==> src/rtl/axi_lite_pkg.sv <==
// Shared definitions for the AXI-Lite arbiter in front of the UART Lite port:
// FSM state encoding, AXI response codes and UART Lite register offsets.
package axi_lite_pkg;

  typedef enum logic [2:0] {
    ST_IDLE         = 3'd0,
    ST_WR_ADDR_DATA = 3'd1,
    ST_WR_RESP      = 3'd2,
    ST_RD_ADDR      = 3'd3,
    ST_RD_DATA      = 3'd4
  } arb_state_e;

  localparam logic [1:0] RESP_OKAY   = 2'b00;
  localparam logic [1:0] RESP_SLVERR = 2'b10;

  localparam logic [3:0] REG_RX   = 4'h0;
  localparam logic [3:0] REG_TX   = 4'h4;
  localparam logic [3:0] REG_STAT = 4'h8;
  localparam logic [3:0] REG_CTRL = 4'hC;

  function automatic logic [1:0] onehot_of(input logic idx);
    return idx ? 2'b10 : 2'b01;
  endfunction

endpackage

==> src/rtl/axi_lite_rr_pick.sv <==
// 2-way request-to-grant picker. With ARB_RR_EN defined the pointer names the
// requester that wins a tie; otherwise requester 0 always wins a tie.
module axi_lite_rr_pick
  import axi_lite_pkg::*;
(
  input  logic [1:0] i_req,
`ifdef ARB_RR_EN
  input  logic       i_ptr,
`endif
  output logic [1:0] o_grant
);

  always_comb begin
    o_grant = i_req;
    if (i_req == 2'b11) begin
`ifdef ARB_RR_EN
      o_grant = onehot_of(i_ptr);
`else
      o_grant = onehot_of(1'b0);
`endif
    end
  end

endmodule

==> src/rtl/axi_lite_arbiter.sv <==
// Two-requester AXI-Lite arbiter for the UART Lite port: one whole write or read
// at a time, grant held until its response handshake. ARB_RR_EN selects round-robin.
module axi_lite_arbiter
  import axi_lite_pkg::*;
#(
  parameter int ADDR_W = 4,
  parameter int DATA_W = 32
) (
  input  logic              i_axi_aclk_100MHZ,
  input  logic              i_axi_rst_n,
  input  logic [ADDR_W-1:0] i_m0_awaddr,
  input  logic              i_m0_awvalid,
  output logic              o_m0_awready,
  input  logic [DATA_W-1:0] i_m0_wdata,
  input  logic [3:0]        i_m0_wstrb,
  input  logic              i_m0_wvalid,
  output logic              o_m0_wready,
  output logic [1:0]        o_m0_bresp,
  output logic              o_m0_bvalid,
  input  logic              i_m0_bready,
  input  logic [ADDR_W-1:0] i_m0_araddr,
  input  logic              i_m0_arvalid,
  output logic              o_m0_arready,
  output logic [DATA_W-1:0] o_m0_rdata,
  output logic [1:0]        o_m0_rresp,
  output logic              o_m0_rvalid,
  input  logic              i_m0_rready,
  input  logic [ADDR_W-1:0] i_m1_awaddr,
  input  logic              i_m1_awvalid,
  output logic              o_m1_awready,
  input  logic [DATA_W-1:0] i_m1_wdata,
  input  logic [3:0]        i_m1_wstrb,
  input  logic              i_m1_wvalid,
  output logic              o_m1_wready,
  output logic [1:0]        o_m1_bresp,
  output logic              o_m1_bvalid,
  input  logic              i_m1_bready,
  input  logic [ADDR_W-1:0] i_m1_araddr,
  input  logic              i_m1_arvalid,
  output logic              o_m1_arready,
  output logic [DATA_W-1:0] o_m1_rdata,
  output logic [1:0]        o_m1_rresp,
  output logic              o_m1_rvalid,
  input  logic              i_m1_rready,
  output logic [ADDR_W-1:0] o_axi_awaddr,
  output logic              o_axi_awvalid,
  input  logic              i_axi_awready,
  output logic [DATA_W-1:0] o_axi_wdata,
  output logic [3:0]        o_axi_wstrb,
  output logic              o_axi_wvalid,
  input  logic              i_axi_wready,
  input  logic [1:0]        i_axi_bresp,
  input  logic              i_axi_bvalid,
  output logic              o_axi_bready,
  output logic [ADDR_W-1:0] o_axi_araddr,
  output logic              o_axi_arvalid,
  input  logic              i_axi_arready,
  input  logic [DATA_W-1:0] i_axi_rdata,
  input  logic [1:0]        i_axi_rresp,
  input  logic              i_axi_rvalid,
  output logic              o_axi_rready,
  output logic [1:0]        o_grant,
  output logic              o_busy,
  output logic [2:0]        o_dbg_state
);

  arb_state_e state_q, state_d;
  logic [1:0] grant_q, grant_d;
  logic       aw_done_q, aw_done_d, w_done_q, w_done_d;
  logic [1:0] req, pick;
  logic       req0_wr, req1_wr, gsel;
  logic       in_wad, in_wrr, in_rda, in_rdd;
  logic       aw_hs, w_hs, b_hs, ar_hs, r_hs;

`ifdef ARB_RR_EN
  logic       ptr_q, ptr_d;
`endif

  assign req0_wr = i_m0_awvalid | i_m0_wvalid;
  assign req1_wr = i_m1_awvalid | i_m1_wvalid;
  assign req     = {req1_wr | i_m1_arvalid, req0_wr | i_m0_arvalid};
  assign gsel    = grant_q[1];

  axi_lite_rr_pick u_pick (
    .i_req   (req),
`ifdef ARB_RR_EN
    .i_ptr   (ptr_q),
`endif
    .o_grant (pick)
  );

  always_ff @(posedge i_axi_aclk_100MHZ or negedge i_axi_rst_n) begin
    if (!i_axi_rst_n) begin
      state_q   <= ST_IDLE;
      grant_q   <= 2'b00;
      aw_done_q <= 1'b0;
      w_done_q  <= 1'b0;
    end else begin
      state_q   <= state_d;
      grant_q   <= grant_d;
      aw_done_q <= aw_done_d;
      w_done_q  <= w_done_d;
    end
  end

`ifdef ARB_RR_EN
  always_ff @(posedge i_axi_aclk_100MHZ or negedge i_axi_rst_n) begin
    if (!i_axi_rst_n) ptr_q <= 1'b0;
    else              ptr_q <= ptr_d;
  end
`endif

  assign aw_hs = o_axi_awvalid & i_axi_awready;
  assign w_hs  = o_axi_wvalid  & i_axi_wready;
  assign b_hs  = i_axi_bvalid  & o_axi_bready;
  assign ar_hs = o_axi_arvalid & i_axi_arready;
  assign r_hs  = i_axi_rvalid  & o_axi_rready;

  always_comb begin
    state_d   = state_q;
    grant_d   = grant_q;
    aw_done_d = aw_done_q;
    w_done_d  = w_done_q;
`ifdef ARB_RR_EN
    ptr_d     = ptr_q;
`endif
    case (state_q)
      ST_IDLE: begin
        if (pick != 2'b00) begin
          grant_d = pick;
          // Within the chosen requester a pending write beats a pending read.
          state_d = (pick[1] ? req1_wr : req0_wr) ? ST_WR_ADDR_DATA : ST_RD_ADDR;
        end
      end
      ST_WR_ADDR_DATA: begin
        aw_done_d = aw_done_q | aw_hs;
        w_done_d  = w_done_q  | w_hs;
        if (aw_done_d && w_done_d) state_d = ST_WR_RESP;
      end
      ST_WR_RESP: begin
        if (b_hs) begin
          aw_done_d = 1'b0;
          w_done_d  = 1'b0;
          grant_d   = 2'b00;
          state_d   = ST_IDLE;
`ifdef ARB_RR_EN
          ptr_d     = ~gsel;
`endif
        end
      end
      ST_RD_ADDR: begin
        if (ar_hs) state_d = ST_RD_DATA;
      end
      ST_RD_DATA: begin
        if (r_hs) begin
          grant_d = 2'b00;
          state_d = ST_IDLE;
`ifdef ARB_RR_EN
          ptr_d   = ~gsel;
`endif
        end
      end
      default: begin
        grant_d = 2'b00;
        state_d = ST_IDLE;
      end
    endcase
  end

  assign in_wad = (state_q == ST_WR_ADDR_DATA);
  assign in_wrr = (state_q == ST_WR_RESP);
  assign in_rda = (state_q == ST_RD_ADDR);
  assign in_rdd = (state_q == ST_RD_DATA);

  always_comb begin
    // Slave side: muxed from the registered grant; done flags stop repeat AW/W.
    o_axi_awaddr  = in_wad ? (gsel ? i_m1_awaddr : i_m0_awaddr) : '0;
    o_axi_awvalid = in_wad && !aw_done_q && (gsel ? i_m1_awvalid : i_m0_awvalid);
    o_axi_wdata   = in_wad ? (gsel ? i_m1_wdata : i_m0_wdata) : '0;
    o_axi_wstrb   = in_wad ? (gsel ? i_m1_wstrb : i_m0_wstrb) : '0;
    o_axi_wvalid  = in_wad && !w_done_q && (gsel ? i_m1_wvalid : i_m0_wvalid);
    o_axi_bready  = in_wrr && (gsel ? i_m1_bready : i_m0_bready);
    o_axi_araddr  = in_rda ? (gsel ? i_m1_araddr : i_m0_araddr) : '0;
    o_axi_arvalid = in_rda && (gsel ? i_m1_arvalid : i_m0_arvalid);
    o_axi_rready  = in_rdd && (gsel ? i_m1_rready : i_m0_rready);

    o_m0_awready = grant_q[0] && in_wad && !aw_done_q && i_axi_awready;
    o_m0_wready  = grant_q[0] && in_wad && !w_done_q && i_axi_wready;
    o_m0_bvalid  = grant_q[0] && in_wrr && i_axi_bvalid;
    o_m0_bresp   = (grant_q[0] && in_wrr) ? i_axi_bresp : 2'b00;
    o_m0_arready = grant_q[0] && in_rda && i_axi_arready;
    o_m0_rvalid  = grant_q[0] && in_rdd && i_axi_rvalid;
    o_m0_rdata   = (grant_q[0] && in_rdd) ? i_axi_rdata : '0;
    o_m0_rresp   = (grant_q[0] && in_rdd) ? i_axi_rresp : 2'b00;

    o_m1_awready = grant_q[1] && in_wad && !aw_done_q && i_axi_awready;
    o_m1_wready  = grant_q[1] && in_wad && !w_done_q && i_axi_wready;
    o_m1_bvalid  = grant_q[1] && in_wrr && i_axi_bvalid;
    o_m1_bresp   = (grant_q[1] && in_wrr) ? i_axi_bresp : 2'b00;
    o_m1_arready = grant_q[1] && in_rda && i_axi_arready;
    o_m1_rvalid  = grant_q[1] && in_rdd && i_axi_rvalid;
    o_m1_rdata   = (grant_q[1] && in_rdd) ? i_axi_rdata : '0;
    o_m1_rresp   = (grant_q[1] && in_rdd) ? i_axi_rresp : 2'b00;

    o_grant     = grant_q;
    o_busy      = (state_q != ST_IDLE);
    o_dbg_state = state_q;
  end

endmodule

==> config.mk <==
export PLATFORM = sky130hd
export DESIGN_NAME = axi_lite_arbiter
export DESIGN_NICKNAME = d
export VERILOG_FILES = /design/src/rtl/axi_lite_pkg.sv /design/src/rtl/axi_lite_rr_pick.sv /design/src/rtl/axi_lite_arbiter.sv
export SDC_FILE = /design/constraint.sdc
export NUM_CORES = 1
export LEC_CHECK = 0
export CAP_MARGIN = 20
export CORE_AREA = 8 8 102 104
export CTS_CLUSTER_SIZE = 12
export DETAILED_ROUTE_END_ITERATION = 7
export DIE_AREA = 0 0 110 112
export PLACE_DENSITY = 0.74
export REMOVE_ABC_BUFFERS = 1
export SETUP_SLACK_MARGIN = 0.05
export SYNTH_ARGS = -nofsm -noshare
export SYNTH_HDL_FRONTEND = slang
export SYNTH_SLANG_ARGS = --single-unit
==> constraint.sdc <==
create_clock -name i_axi_aclk_100MHZ -period 6.1 [get_ports i_axi_aclk_100MHZ]
set_clock_uncertainty 0.2 [all_clocks]
set_input_delay 1.22 -clock i_axi_aclk_100MHZ [delete_from_list [all_inputs] [get_ports i_axi_aclk_100MHZ]]
set_output_delay 1.22 -clock i_axi_aclk_100MHZ [all_outputs]
set_load 0.05 [all_outputs]
After elaboration in Yosys (flattened, before gate mapping). Cells that the tools add are included.

Bitwise logic cells: 12. Reduce and logical (&&, ||, !) cells: 40. Mux-type cells: 35. Equal/unequal tests: 10.

Operator list (count): 2-to-1 mux 32 bit (4); logical AND 1 bit (30); 2-to-1 mux 4 bit (6); 2-to-1 mux 2 bit (9); 2-to-1 mux 3 bit (5); case mux 3 bit (5 select lines) (1); != test 2 x 1 -> 1 bit (second input constant) (4); case mux 2 bit (4 select lines) (1); 2-to-1 mux 1 bit (7); equality test 3 x 2 -> 1 bit (second input constant) (2); bitwise OR 1 bit (6); bitwise AND 1 bit (5); AND reduction 5 bit (1); case mux 1 bit (2 select lines) (2); AND reduction 4 bit (1); nonzero test 2 bit (2); equality test 3 x 1 -> 1 bit (second input constant) (1); equality test 3 bit (second input constant) (1); zero test 3 bit (1); nonzero test 3 bit (1); equality test 2 bit (second input constant) (1); zero test 1 bit (2); != test 2 bit (second input constant) (1); AND reduction 2 bit (1); 2 further kinds (2).

Register bits after elaboration: 7. Output and inout port bits: 137. Logic and storage cells: 101. Input port bits: 141.

Longest topological paths before layout. Gate-level depths: netlist of run 1.

Depth after elaboration: 8. Mapped depth: 6. Depth with buffers taken out: 6.

Hierarchy. From an unflattened synthesis of run 1, not the netlist that was laid out.

Cell total of the unflattened synthesis: 260. Area total of the unflattened synthesis: 1788.0 um^2.

Modules (own cells, without submodules): axi_lite_arbiter (area each 1778.0 um^2, times used 1, cells an instance 258, sequential area each 175.2 um^2); axi_lite_rr_pick (area each 10.0 um^2, times used 1, cells an instance 2, sequential area each 0.0 um^2).

Worst setup path before layout of run 1. No wires, ideal clock.

Path type: register -> output. From: register grant_q[1], in the netlist o_grant[1]. To: output port o_axi_awaddr[0]. Setup slack: 2472 ps. Path buffers: 2. Stages on the path, launching flop included: 5. Data arrival time: 2208 ps. Cell sequence: dfrtp_1 -> buf_2 -> buf_1 -> mux2i_1 -> nor2_1.

Word-level cells in the longest chain between the ends: 2.

Ends and longest elaborated chain: from (decl) (RTL line axi_lite_arbiter.sv:68) `logic [1:0] grant_q, grant_d;`; from (signal assigned) (RTL line axi_lite_arbiter.sv:100) `grant_q <= grant_d;`; 2-to-1 mux 4 bit (2 in series) (RTL line axi_lite_arbiter.sv:177) `o_axi_awaddr = in_wad ? (gsel ? i_m1_awaddr : i_m0_awaddr) : '0;`; to (decl) (RTL line axi_lite_arbiter.sv:45) `output logic [ADDR_W-1:0] o_axi_awaddr,`.

No other way between the ends.

Final worst setup path of run 1.
From: input port i_m1_rready. To: output port o_axi_rready.

Word-level cells in the longest chain between the ends: 2.

Ends and longest elaborated chain: from (decl) (RTL line axi_lite_arbiter.sv:44) `input logic i_m1_rready,`; 2-to-1 mux 1 bit (RTL line axi_lite_arbiter.sv:185) `o_axi_rready = in_rdd && (gsel ? i_m1_rready : i_m0_rready);`; logical AND 1 bit (RTL line axi_lite_arbiter.sv:185); to (decl) (RTL line axi_lite_arbiter.sv:61) `output logic o_axi_rready,`.

No other way between the ends.

==> results of run 1 <==
## flip-flops by register name, summed over array words and instances, names as in the netlist
name,flops
w_done_q,1
o_grant,2
o_dbg_state,3
aw_done_q,1
## cell families (layout without fill, tap and decap cells)
logic type,count (synthesis),after routing,share of synthesized area [%]
simple gates,154,154,49.5
mux,50,50,28.4
buf+inv,23,287,4.91
compound gates,14,14,7.37
flops,7,7,9.82
## per-layer routing
layer	vias up	part of all wire, %	global-route usage, %
met5	-	0	0
met1	1234	35	16.1
met3	3	13	7.45
met4	0	0.21	1.35
met2	165	51	31.7
li1	1360	-	-
## critical path, cell delays in order
cell and delay (ns):
clkdlybuf4s50_1 0.45, mux2_2 0.18, and3_1 0.19, clkdlybuf4s50_1 0.83
## report_power, final
part | internal [W] | switching (W) | leakage [nW]
Combinational | 0.000436 | 0.000740 | 1.66
Clock | 0.0000452 | 0.0000197 | 0.0228
Sequential | 0.0000642 | 0.0000405 | 0.0889
Total | 0.000545 | 0.000801 | 1.77
## final timing paths
check,depth (start not counted),startpoint,slack [ns],endpoint
setup / recovery,4,i_m1_rready,1.81,o_axi_rready
hold / removal,2,w_done_q,0.37,w_done_q
setup reg to reg,6,o_grant[1],3.29,o_dbg_state[0]
hold reg to reg,2,w_done_q,0.37,w_done_q
max in group asynchronous,1,i_axi_rst_n,4.39,o_grant[1]
min in group asynchronous,1,i_axi_rst_n,1.05,w_done_q
## per-stage QoR
stage | utilization, % | total power (W) | instances | hold WS, ns
CTS | 52.7 | 0.00136 | 623 | 0.373
detailed placement | 52.2 | 0.00129 | 619 | 0.368
finish | 52.7 | 0.00135 | 623 | 0.374
floorplan | - | 0.000857 | 229 | 0.328
global route | 52.7 | 0.00141 | 623 | 0.403
global placement | 52.2 | 0.00129 | 619 | 0.350
## layout by cell type (no fill, tap or decap), drive strengths merged, types with 3 or more instances in the layout
| cell type | count |
|---|---|
| nand2 | 4 |
| mux2 | 5 |
| nor3 | 3 |
| nor2 | 49 |
| and2 | 74 |
| and3 | 16 |
| clkdlybuf4s50 | 277 |
| clkbuf | 4 |
| mux2i | 45 |
| inv | 4 |
| dfrtp | 7 |
## layout make-up
type,count,share of cell area [%]
Clock buffer,4,0.962
Multi-Input combinational cell,218,32.5
Sequential cell,7,3.77
Tap cell,111,2.97
Timing Repair Buffer,279,59.5
Inverter,4,0.321
==> flow_summary.toml, run 1 <==
[status]
outcome = "completed"

[clock_tree]
clock-sinks = 7
cts_buffers = 3
cts_resized = 0
clk_path_buf_depth = 2
cts_tree = "done"
cts_setup_buffers = 0
cts_root_buf = "clkbuf_8"
clk-insertion-delay-late_ns = 0.23
clk_pin_slew_ns = 0.04
htreeDepth = 1
cts_hold_buffers = 0

[placed_design]
dp_slack_ns = 1.81
hpwlAfterDp_um = 9880
io_buffers = 277
routabilityCongestion = 0.807
place_area_um2 = 4640

[layout]
drive_gt1_share_pct = 4.88
stdcell_area_um2 = 4680
synthToLayoutAreaGrowth_pct = 163
n_antenna_cell = 0
layout.nets = 654
multi_input_area_um2 = 1520
nFillCells = 839
register_area_um2 = 176

[power_and_ir_drop]
power_density_nw_per_um2 = 287
leakagePower_nw = 1.77
ir_worst_vdd_v = 0.000186

[route]
wl_per_cell_um = 18.1
vias_per_cell = 4.43
drt-pass1-iter-count = 4
drc = 0
ant_nets = 0
drt-initial-drc-count = 96
vias = 2762
wirelength_um = 11300

[timing]
tns_ns = 0
final.min_clock_period_ns = 4.29
drv_slew = 0
post-route-period-util_pct = 70.4
slew_headroom_pct = 41.2
fin_ws_ns = 1.81
finalHoldViolCount = 0
setup-violations-final = 0
max_freq_ghz = 0.233
worstMarginPinSlew_ns = 0.882
rsz0062_at_grt = "false"

[critical_path]
endpoint_kind = "output port"
crit_path_max_fanout = 2
worst-endpoint-arrival_ns = 2.87
cp.required_ns = 4.68
cp-start-kind = "input port"
critPathKind = "input port to output port"

[global_route]
grt_max_degree = 58
antenna_found_initial = 0
grt_pass1_vias = 2896
track_usage_pct = 16.6
grt_pass1_wl_um = 16200
grt_overflow = 0

[synth]
synth_edf_count = 0
yosysTopAreaCell = "and2_1"
ys.flop_type = "dfrtp_1"
syn_area_um2 = 1780
syn_area_per_cell_um2 = 7.19
synth_warnings = 0
ys_seq_area_share_pct = 9.82
synth_cell_types = 34
synthArstFlopShare_pct = 100
synth_top_area_share_pct = 25.6
syn_inst = 248
ys_seq_elements = 7
synthTopCellsByArea = "and2_1 (26%), mux2i_1 (25%), nor2_1 (10%)"
yosysMostFrequentCell = "and2_1"
synth_common_cells = "and2_1 (73), nor2_1 (49), mux2i_1 (45)"

[job]
maxCapViolCount = 0

[floorplan]
placementRows = 35
boundaryPins = 278
core_area_um2 = 8890
initial_core_util_pct = 20.1
chipWidth_um = 110
dieHeight_um = 112
die_area_um2 = 12300

[min_path]
hp-class = "flip-flop to flip-flop"
(Power assumes the default switching activity.)
==> inputs of run 2 (changes only) <==
--- a/config.mk
+++ b/config.mk
@@ -6,11 +6,11 @@
 export NUM_CORES = 1
 export LEC_CHECK = 0
 export CAP_MARGIN = 20
-export CORE_AREA = 8 8 102 104
+export CORE_AREA = 8 8 103 105
 export CTS_CLUSTER_SIZE = 12
 export DETAILED_ROUTE_END_ITERATION = 7
-export DIE_AREA = 0 0 110 112
-export PLACE_DENSITY = 0.74
+export DIE_AREA = 0 0 111 113
+export PLACE_DENSITY = 0.73
 export REMOVE_ABC_BUFFERS = 1
 export SETUP_SLACK_MARGIN = 0.05
 export SYNTH_ARGS = -nofsm -noshare
==> constraint.sdc (replaced) <==
create_clock -name i_axi_aclk_100MHZ -period 4.34 [get_ports i_axi_aclk_100MHZ]
set_clock_uncertainty 0.2 [all_clocks]
set_input_delay 0.868 -clock i_axi_aclk_100MHZ [delete_from_list [all_inputs] [get_ports i_axi_aclk_100MHZ]]
set_output_delay 0.868 -clock i_axi_aclk_100MHZ [all_outputs]
set_load 0.05 [all_outputs]
==> flow_summary.toml, run 2 (synthesis gave the netlist of run 1 again) <==
[status]
outcome = "completed"

[layout]
n_antenna_cell = 0
drive_gt1_share_pct = 7.95
stdcell_area_um2 = 4700
synthToLayoutAreaGrowth_pct = 163
final_common_cell = "clkdlybuf4s50_1"
register_area_um2 = 176
final_cell_mix = "clkdlybuf4s50_1 (265), and2_1 (73), nor2_1 (49)"
multi_input_area_um2 = 1520
layout.nets = 658
nFillCells = 864
largest_reg_flops = 3

[critical_path]
crit_chain = "nor2_1, and3_1, and2_1, clkdlybuf4s50_1"
rr_worst_depth = 6
reg2reg_from = "o_grant[1]"
rrSetupSlack_ns = 1.77
reg2reg_to = "o_dbg_state[0]"
slowest_delay_ns = 0.83
crit_path_max_fanout = 35
critPathBufInv = 1
worst-endpoint-arrival_ns = 2.63
cp-startpoint = "o_dbg_state[1]"
cp-start-kind = "flip-flop"
endpoint_kind = "output port"
critPathKind = "flip-flop to output port"
crit_family = "simple AND/OR/NAND/NOR gates"
cp.required_ns = 3.27
crit_path_top_delay_cell = "clkdlybuf4s50_1"

[timing]
rsz0062_at_grt = "false"
post-route-period-util_pct = 85.1
slew_headroom_pct = 44.1
worstMarginPinSlew_ns = 0.839
fin_ws_ns = 0.646
drv_slew = 0
finalHoldViolCount = 0
setup-violations-final = 0
final.min_clock_period_ns = 3.69
max_freq_ghz = 0.271

[clock_tree]
clk_path_buf_depth = 2
htreeDepth = 1
cts_hold_buffers = 0
clk_pin_slew_ns = 0.04
cts_tree = "done"
clk-insertion-delay-late_ns = 0.22
cts_resized = 0
cts_setup_buffers = 0
clock-sinks = 7
cts_root_buf = "clkbuf_8"
cts_buffers = 3

[route]
wl_per_cell_um = 18.5
vias = 2790
vias_per_cell = 4.45
drt-initial-drc-count = 130
drt-pass1-iter-count = 4
drc = 0
wirelength_um = 11600
ant_nets = 0

[power_and_ir_drop]
power_density_nw_per_um2 = 408
leakagePower_nw = 1.82
ir_worst_vdd_v = 0.000247

[floorplan]
die_area_um2 = 12500
boundaryPins = 278
dieHeight_um = 113
initial_core_util_pct = 19.9
chipWidth_um = 111
placementRows = 35
core_area_um2 = 8980

[placed_design]
dp_slack_ns = 0.741
place_area_um2 = 4650
io_buffers = 277
routabilityCongestion = 0.774
hpwlAfterDp_um = 10300

[global_route]
grt_max_degree = 58
track_usage_pct = 17.3
grt_pass1_wl_um = 17600
antenna_found_initial = 0
grt_overflow = 0
grt_pass1_vias = 2988

[job]
maxCapViolCount = 0

[min_path]
worstHoldStart = "aw_done_q"
whs_endpoint = "aw_done_q"
hp-class = "flip-flop to flip-flop"
hold_path_depth = 2
==> run 2: power by group <==
part,switching (W),internal (W)
logic,0.00109,0.000622
clock network,0.0000253,0.0000633
registers,0.0000264,0.0000908
total,0.00114,0.000776
==> run 2: worst reg2reg max path: cells and delay by family (launching register included) <==
kind	cells	cell delay (ns)
AND/OR/NAND/NOR	2	0.22
AO/OA/AOI/OAI	1	0.56
buffers and inverters	1	0.33
multiplexers	2	0.75
flip-flops	1	0.38
==> run 2: cell type report <==
cell class	instances	area share, %
sequential	7	3.76
inverter	4	0.320
clock buffer	4	0.959
timing repair buffer	283	59.6
multi-input combinational	218	32.4
tap	111	2.96
==> run 2: routing by layer <==
| layer | part of all wire (%) | global-route usage, % | vias up |
|---|---|---|---|
| li1 | - | - | 1365 |
| met1 | 37 | 17.2 | 1253 |
| met2 | 52 | 33.2 | 168 |
| met3 | 10 | 7.72 | 4 |
| met4 | 0.23 | 1.35 | 0 |
| met5 | 0 | 0 | - |
==> run 2: worst max path at each step <==
stage / end / slack (ns) / cells past startpoint
2_1_floorplan: o_m1_rdata[0] / -0.02 / 2
3_3_place_gp: o_axi_rready / 0.77 / 4
3_5_place_dp: o_axi_rready / 0.74 / 4
4_1_cts: o_m0_rdata[5] / 0.61 / 4
5_1_grt: o_m0_rdata[5] / 0.48 / 4
6_report: o_m0_rdata[5] / 0.65 / 4
==> run 2: metrics by stage <==
stage	total power, W	util (%)	hold WS [ns]	std cells	setup TNS [ns]
4_1_cts	0.00194	52.3	0.368	627	0
2_1_floorplan	0.00120	-	0.328	229	-0.723
6_report	0.00191	52.3	0.370	627	0
3_5_place_dp	0.00185	51.8	0.363	623	0
3_3_place_gp	0.00183	51.8	0.348	623	0
5_1_grt	0.00201	52.3	0.404	627	0
==> inputs of run 3 (changes only) <==
--- a/config.mk
+++ b/config.mk
@@ -16,3 +16,4 @@
 export SYNTH_ARGS = -nofsm -noshare
 export SYNTH_HDL_FRONTEND = slang
 export SYNTH_SLANG_ARGS = --single-unit
+export TNS_END_PERCENT = 30
==> results of run 3 <==
Same layout as run 2: the final DEF is identical, and so are final timing and power.
